**src/rtl/interrupt_controller_if.sv**
```systemverilog
// Bus and core-side signals for interrupt_controller; slave = controller, master = bus/core driver.
// Writes act at the next edge, reads return on the next edge, and int_req holds until int_ack.
interface interrupt_controller_if #(
    parameter int DATA_WIDTH = 32
);
    logic                  we;
    logic                  re;
    logic [DATA_WIDTH-1:0] addr;
    logic [DATA_WIDTH-1:0] data;
    logic [DATA_WIDTH-1:0] rdata;
    logic                  int_req;
    logic [DATA_WIDTH-1:0] int_pc;
    logic [2:0]            int_id;
    logic                  int_ack;
    logic                  int_done;

    modport slave (
        input  we, re, addr, data, int_ack, int_done,
        output rdata, int_req, int_pc, int_id
    );

    modport master (
        output we, re, addr, data, int_ack, int_done,
        input  rdata, int_req, int_pc, int_id
    );
endinterface

```
**src/rtl/interrupt_controller.sv**
```systemverilog
// Masked, lowest-index-first interrupt sequencer behind memory-mapped registers; request one edge after eligibility.
// int_req is held with stable pc/id until int_ack; no new request is issued until int_done.
module interrupt_controller #(
    parameter int                    DATA_WIDTH       = 32,
    parameter int                    NUM_SRC          = 4,
    parameter logic [DATA_WIDTH-1:0] INT_CTRL_ADDR    = 32'h90000040,
    parameter logic [DATA_WIDTH-1:0] INT_ENABLE_ADDR  = 32'h90000044,
    parameter logic [DATA_WIDTH-1:0] INT_PENDING_ADDR = 32'h90000048,
    parameter logic [DATA_WIDTH-1:0] INT_SWI_ADDR     = 32'h9000004C,
    parameter logic [DATA_WIDTH-1:0] INT_VEC_BASE     = 32'h90000050
) (
    input  logic                     clock,
    input  logic                     reset,
    input  logic [NUM_SRC-1:0]       irq_in,
    interrupt_controller_if.slave    bus
);
    typedef enum logic [1:0] {IDLE, REQ, SERVICE} state_t;

    state_t                state_q, state_d;
    logic                  ctrl_en_q;
    logic [NUM_SRC-1:0]    enable_q;
    logic [NUM_SRC-1:0]    pending_q, pending_d;
    logic [NUM_SRC-1:0]    irq_prev_q;
    logic [DATA_WIDTH-1:0] vec_q [NUM_SRC];
    logic [DATA_WIDTH-1:0] rdata_q, rdata_d;
    logic [DATA_WIDTH-1:0] int_pc_q, int_pc_d;
    logic [2:0]            sel_q, sel_d;

    logic                  wr_ctrl, wr_enable, wr_pending, wr_swi;
    logic [NUM_SRC-1:0]    vec_hit, vec_wr;
    logic [NUM_SRC-1:0]    eligible, set_mask, clr_mask, ack_mask;
    logic                  any_elig, ack_clr;
    logic [2:0]            win_id;
    logic [DATA_WIDTH-1:0] win_pc;

    assign wr_ctrl    = bus.we && (bus.addr == INT_CTRL_ADDR);
    assign wr_enable  = bus.we && (bus.addr == INT_ENABLE_ADDR);
    assign wr_pending = bus.we && (bus.addr == INT_PENDING_ADDR);
    assign wr_swi     = bus.we && (bus.addr == INT_SWI_ADDR);

    always_comb begin
        vec_hit = '0;
        for (int i = 0; i < NUM_SRC; i++) begin
            vec_hit[i] = (bus.addr == INT_VEC_BASE + DATA_WIDTH'(4 * i));
        end
        vec_wr = vec_hit & {NUM_SRC{bus.we}};
    end

    assign eligible = ctrl_en_q ? (pending_q & enable_q) : '0;

    // Scan downward so the lowest eligible index is the last one assigned.
    always_comb begin
        any_elig = 1'b0;
        win_id   = '0;
        win_pc   = '0;
        for (int i = NUM_SRC - 1; i >= 0; i--) begin
            if (eligible[i]) begin
                any_elig = 1'b1;
                win_id   = 3'(i);
                win_pc   = vec_q[i];
            end
        end
    end

    always_ff @(posedge clock) begin
        if (reset) begin
            state_q <= IDLE;
        end else begin
            state_q <= state_d;
        end
    end

    always_comb begin
        state_d  = state_q;
        sel_d    = sel_q;
        int_pc_d = int_pc_q;
        ack_clr  = 1'b0;
        unique case (state_q)
            IDLE: begin
                if (any_elig) begin
                    sel_d    = win_id;
                    int_pc_d = win_pc;
                    state_d  = REQ;
                end
            end
            REQ: begin
                if (bus.int_ack) begin
                    ack_clr = 1'b1;
                    state_d = SERVICE;
                end
            end
            SERVICE: begin
                if (bus.int_done) begin
                    state_d = IDLE;
                end
            end
            default: state_d = IDLE;
        endcase
    end

    // New edges and software sets override any clear landing in the same cycle.
    always_comb begin
        ack_mask = '0;
        for (int i = 0; i < NUM_SRC; i++) begin
            ack_mask[i] = ack_clr && (sel_q == 3'(i));
        end
        set_mask  = (irq_in & ~irq_prev_q) | (wr_swi ? bus.data[NUM_SRC-1:0] : '0);
        clr_mask  = (wr_pending ? bus.data[NUM_SRC-1:0] : '0) | ack_mask;
        pending_d = (pending_q & ~clr_mask) | set_mask;
    end

    always_comb begin
        rdata_d = rdata_q;
        if (bus.re) begin
            rdata_d = '0;
            if (bus.addr == INT_CTRL_ADDR)    rdata_d = DATA_WIDTH'(ctrl_en_q);
            if (bus.addr == INT_ENABLE_ADDR)  rdata_d = DATA_WIDTH'(enable_q);
            if (bus.addr == INT_PENDING_ADDR) rdata_d = DATA_WIDTH'(pending_q);
            for (int i = 0; i < NUM_SRC; i++) begin
                if (vec_hit[i]) rdata_d = vec_q[i];
            end
        end
    end

    always_ff @(posedge clock) begin
        if (reset) begin
            ctrl_en_q  <= 1'b0;
            enable_q   <= '0;
            pending_q  <= '0;
            irq_prev_q <= '0;
            rdata_q    <= '0;
            int_pc_q   <= '0;
            sel_q      <= '0;
            for (int i = 0; i < NUM_SRC; i++) vec_q[i] <= '0;
        end else begin
            if (wr_ctrl)   ctrl_en_q <= bus.data[0];
            if (wr_enable) enable_q  <= bus.data[NUM_SRC-1:0];
            pending_q  <= pending_d;
            irq_prev_q <= irq_in;
            rdata_q    <= rdata_d;
            int_pc_q   <= int_pc_d;
            sel_q      <= sel_d;
            for (int i = 0; i < NUM_SRC; i++) begin
                if (vec_wr[i]) vec_q[i] <= bus.data;
            end
        end
    end

    assign bus.rdata   = rdata_q;
    assign bus.int_req = (state_q == REQ);
    assign bus.int_pc  = int_pc_q;
    assign bus.int_id  = sel_q;
endmodule

```
**src/flat_wrapper.sv**
```systemverilog
// flat-port wrapper written by rule: the top's interface ports become plain ports
module interrupt_controller_flat 
#(
    parameter int                    DATA_WIDTH       = 32,
    parameter int                    NUM_SRC          = 4,
    parameter logic [DATA_WIDTH-1:0] INT_CTRL_ADDR    = 32'h90000040,
    parameter logic [DATA_WIDTH-1:0] INT_ENABLE_ADDR  = 32'h90000044,
    parameter logic [DATA_WIDTH-1:0] INT_PENDING_ADDR = 32'h90000048,
    parameter logic [DATA_WIDTH-1:0] INT_SWI_ADDR     = 32'h9000004C,
    parameter logic [DATA_WIDTH-1:0] INT_VEC_BASE     = 32'h90000050
)
  (clock, reset, irq_in, bus_we, bus_re, bus_addr, bus_data, bus_int_ack, bus_int_done, bus_rdata, bus_int_req, bus_int_pc, bus_int_id);
  interrupt_controller_if #(.DATA_WIDTH(DATA_WIDTH)) bus_i ();
  input  logic clock;
  input  logic reset;
  input  logic [NUM_SRC-1:0] irq_in;
  input wire logic [$bits(bus_i.we)-1:0] bus_we;
  input wire logic [$bits(bus_i.re)-1:0] bus_re;
  input wire logic [$bits(bus_i.addr)-1:0] bus_addr;
  input wire logic [$bits(bus_i.data)-1:0] bus_data;
  input wire logic [$bits(bus_i.int_ack)-1:0] bus_int_ack;
  input wire logic [$bits(bus_i.int_done)-1:0] bus_int_done;
  output wire logic [$bits(bus_i.rdata)-1:0] bus_rdata;
  output wire logic [$bits(bus_i.int_req)-1:0] bus_int_req;
  output wire logic [$bits(bus_i.int_pc)-1:0] bus_int_pc;
  output wire logic [$bits(bus_i.int_id)-1:0] bus_int_id;
  assign bus_i.we = bus_we;
  assign bus_i.re = bus_re;
  assign bus_i.addr = bus_addr;
  assign bus_i.data = bus_data;
  assign bus_i.int_ack = bus_int_ack;
  assign bus_i.int_done = bus_int_done;
  assign bus_rdata = bus_i.rdata;
  assign bus_int_req = bus_i.int_req;
  assign bus_int_pc = bus_i.int_pc;
  assign bus_int_id = bus_i.int_id;
  interrupt_controller #(.DATA_WIDTH(DATA_WIDTH), .NUM_SRC(NUM_SRC), .INT_CTRL_ADDR(INT_CTRL_ADDR), .INT_ENABLE_ADDR(INT_ENABLE_ADDR), .INT_PENDING_ADDR(INT_PENDING_ADDR), .INT_SWI_ADDR(INT_SWI_ADDR), .INT_VEC_BASE(INT_VEC_BASE)) u_core (.clock(clock), .reset(reset), .irq_in(irq_in), .bus(bus_i));
endmodule
```
**config.mk**
```make
export PLATFORM = sky130hd
export DESIGN_NAME = interrupt_controller_flat
export DESIGN_NICKNAME = d
export VERILOG_FILES = /design/src/rtl/interrupt_controller_if.sv /design/src/rtl/interrupt_controller.sv /design/src/flat_wrapper.sv
export SDC_FILE = /design/constraint.sdc
export NUM_CORES = 1
export LEC_CHECK = 0
export ABC_CLOCK_PERIOD_IN_PS = 7100
export CORE_MARGIN = 2
export CORE_UTILIZATION = 54
export CTS_CLUSTER_DIAMETER = 120
export CTS_CLUSTER_SIZE = 12
export DETAILED_ROUTE_END_ITERATION = 8
export PLACE_DENSITY = 0.8
export SYNTH_ARGS = -nofsm -noshare
export SYNTH_HDL_FRONTEND = slang
export SYNTH_SLANG_ARGS = --single-unit
export TNS_END_PERCENT = 50
```
**constraint.sdc**
```tcl
create_clock -name clock -period 7.1 [get_ports clock]
set_input_delay 1.42 -clock clock [delete_from_list [all_inputs] [get_ports clock]]
set_output_delay 1.42 -clock clock [all_outputs]
set_load 0.01 [all_outputs]
```
=== After elaboration in Yosys (flattened, before gate mapping) ===
Memory sizes are Yosys's and may differ from the RTL's.
Index checks and enable logic that the tools add are counted.

* Output and inout bits: 68
* Word-level logic and storage cells: 96
* Register bits after elaboration: 82
* Memories kept: 1
* Bits in writable memories: 128

{| class="wikitable"
|+ Memory list
! memory !! depth !! width !! read ports !! clocked after memory_dff !! wr ports !! line !! text
|-
| u_core.vec_q || 4 || 32 || 4 || 0 || 4 || interrupt_controller.sv:24 || <nowiki>logic [DATA_WIDTH-1:0] vec_q [NUM_SRC];</nowiki>
|}

* Bitwise gates (word level): 13
* Muxes and demuxes: 46
* Reduce and logical (&&, ||, !) cells: 12
* Equal/unequal tests: 16

{| class="wikitable"
|+ Operators with widths
! kind !! count
|-
| $mux W32 || 12
|-
| $eq A32 B32 Y1 const B || 8
|-
| $mux W1 || 21
|-
| $mux W4 || 5
|-
| $and A4 B4 Y4 || 4
|-
| $mux W2 || 7
|-
| $or A4 B4 Y4 || 3
|-
| $logic_and A1 B1 Y1 || 8
|-
| $not A4 Y4 || 2
|-
| $eq A3 B2 Y1 const B || 2
|-
| $pmux W2 S3 || 1
|-
| $ne A2 B2 Y1 const B || 2
|-
| $or A1 B1 Y1 || 4
|-
| $eq A3 B1 Y1 const B || 1
|-
| $logic_not A3 Y1 || 1
|-
| $reduce_and A3 Y1 || 1
|-
| $eq A2 B1 Y1 const B || 1
|-
| $eq A2 B2 Y1 const B || 1
|-
| $logic_not A2 Y1 || 1
|-
| $ne A2 B1 Y1 const B || 1
|-
| $reduce_and A2 Y1 || 1
|}

=== Longest topological paths before layout ===
* Word-level depth: 8
* Gate-level depth with buffers: 8
* Gate-level depth less buffers: 5

=== Least setup slack after synthesis ===
Ideal clock, no wire load.

* Path kind: input port to flip-flop
* Start: input port bus_addr[24]
* End: memory u_core.vec_q[2][0] (enable)
* Setup time: 0.470 ns
* Stages on the path: 5
* Data arrival time: 5.132 ns
* Data required time: 6.630 ns
* Path buffers: 1
* Setup slack: 1.498 ns
* Cells stage by stage: nor4b_4 nand4_4 or4_4 buf_2 o31ai_1

{| class="wikitable"
|+ RTL lines
! item !! line !! text
|-
| from (decl) || flat_wrapper.sv:19 || <nowiki>input wire logic [$bits(bus_i.addr)-1:0] bus_addr;</nowiki>
|-
| to (decl) || interrupt_controller.sv:24 ||
|}

==> qor.yml <==
outcome:
  outcome: "completed"
drt:
  drc: 0
  dr.pass1.iters: 5
  drtAntennaViolNets: 0
  wl_mm: 27.5
  wl_per_cell_um: 22.0
  vias: 8164
  vias_per_cell: 6.52
  drt_iter0_markers: 1109
timing:
  finalSetupViolCount: 0
  tns_ps: 0
  worstMarginPinSlew_ps: 1090
  clock_skew_ps: 19.9
  rsz0062_at_grt: "no"
  final.min_clock_period_ps: 4330
  slew_headroom: 0.270
  period_share: 0.610
  fmax_mhz: 231
  finalHoldViolations: 0
  final_max_slew_viol_count: 0
placed_design:
  dp.cells: 1214
  port_buffers: 140
  placed_cell_area_sq_um: 11000
  place_congestion: 0.863
  hpwl_mm: 16.3
cts:
  cts_setup_buffers: 0
  hold_buffers: 0
  root_buffer: "clkbuf_16"
  ctsHtreeMaxLevel: 1
  clk_pin_slew_ps: 60
  clock_path_buffers: 3
  cts_buffers: 21
  clkLatencyLatePin_ps: 500
  cts_tree: "built"
  cts_sinks: 209
  cts_resized: 0
layout:
  areaGrowthSynthToFinish_pct: 21.6
  n_antenna_cell: 0
  layout.nets: 1086
  layout_common_cells: "clkdlybuf4s50_1, edfxtp_1, nor2_1, nand2_1, dfxtp_1"
  drive_gt1_frac: 0.0935
  fin_cells: 1252
  fin_area_sq_um: 11600
  utilization: 0.673
  final_common_cell: "clkdlybuf4s50_1"
hold_path:
  min_from: "u_core.bus.int_pc[15]"
  hp-class: "reg -> reg"
pwr:
  power_mw: 2.53
  p_leak_nw: 3.85
  switchingPower_uw: 574
  p_seq_frac: 0.535
  p_int_mw: 1.96
  clkPwrFrac: 0.399
  irDropWorstVdd_v: 0.000184
  power.density_nw_per_um2: 217
  pwr-share-comb: 0.066
  p_sw_frac: 0.227
floorplanning:
  pin_count: 142
  die_w_um: 137
  start_util: 0.553
  rows: 48
  core_region_area_sq_um: 17300
  die_area_sq_um: 18800
  die_h_um: 137
logic_synthesis:
  synth_area_per_cell_sq_um: 10.5
  synth-edff-count: 128
  postSynthNetCount: 986
  seq_area_frac_synth: 0.571
  synth_area_sq_um: 9570
  synth_cell_types: 52
  netlist_instances: 912
  synth-main-ff-cell: "edfxtp_1"
  ys_warn_count: 0
  synth_seq_cells: 209
  async_flop_share: 0
setup_path:
  cp-startpoint: "bus_addr[21]"
  r2r_slack_ps: 3850
  critPathLaunchType: "input pin"
  r2r_start: "u_core.ctrl_en_q"
  setup.worst_path.class: "in -> reg"
  crit_fanout: 48
  required_ps: 7280
  arrival_ps: 4520
  end_kind: "flip-flop"
grt:
  track_usage: 0.295
  grt_overflow: 0
  grt_pass1_wl_mm: 42.6
  antenna_found_initial: 0
  grt_max_degree: 60
  grt_pass1_vias: 7962
run:
  drv_cap: 0
==> path summary, 6_finish.rpt <==
kind	end	cells after the start
worst max register to register	u_core.bus.int_pc[19]	7
worst max-delay path	u_core.vec_q[2][20]	6
worst min-delay path	u_core.bus.int_pc[15]	2
worst min register to register	u_core.bus.int_pc[15]	2
==> synthesized netlist by cell type, types with 5 or more instances <==
library cell  count  area [sq um]
a21oi_1          45           225
a221o_1          20           200
a221o_2           7          78.8
a221oi_1         32           280
and2_1           28           175
buf_2             6          30.0
clkbuf_1         64           240
dfxtp_1          81          1620
edfxtp_1        128          3840
inv_1            30           113
mux2i_1           7          70.1
nand2_1          81           304
nand3_1          25           125
nand3b_1          5          37.5
nor2_1           96           360
nor2b_1          12          75.1
nor3_1           31           155
nor4_1           23           144
o21ai_0          37           185
o221a_2          27           304
o22ai_1          32           200
or3_1            33           206
==> power by group through the flow <==
stage	clock, mW	combinational [mW]	sequential, mW
final	1.01	0.166	1.35
after global routing	1.05	0.178	1.36
after CTS	1.01	0.164	1.35
after detailed placement	0	0.163	1.38
after global placement	0	0.160	1.38
after floorplan	0	0.0833	1.37
==> critical path: stages <==
cell	delay (ps)
clkdlybuf4s50_1	460
nor4_4	350
nand4_4	230
or4_4	850
o31ai_4	800
buf_4	380
==> registers in the layout (all words and copies together), names as in the netlist <==
register and cells:
u_core.bus.rdata 32, u_core.bus.int_pc 32, u_core.pending_q 4, u_core.bus.int_id 2
u_core.vec_q 128, u_core.ctrl_en_q 1, u_core.enable_q 4, u_core.irq_prev_q 4
u_core.state_q 2
==> through the flow <==
stage	hold slack [ps]	setup WS [ps]
global route	471	2660
detailed placement	446	2280
CTS	454	2780
floorplan	450	1500
finish	451	2770
global placement	442	2360
==> per-layer routing <==
metal,vias up,track usage,part of all wire
li1,3633,-,-
met1,3844,0.391,0.37
met2,602,0.480,0.48
met3,85,0.0493,0.12
met4,0,0.129,0.035
met5,-,0,0
==> cell type report <==
cell class	count	area [sq um]
clock inverter	2	17.5
fill	1352	5650
tap	225	282
multi-input combinational	591	3650
clock buffer	36	582
timing repair buffer	158	1530
inverter	31	116
sequential	209	5470
==> cell families (layout without fill, tap and decap cells) <==
kind of cell / count (synthesis) / after routing / synth area share
simple gates: 361 / 361 / 0.196
mux: 7 / 7 / 0.00732
compound gates: 222 / 222 / 0.173
flops: 209 / 209 / 0.571
other cells: 1 / 1 / 0.000392
buf+inv: 112 / 227 / 0.0520
(Power assumes the default switching activity.)
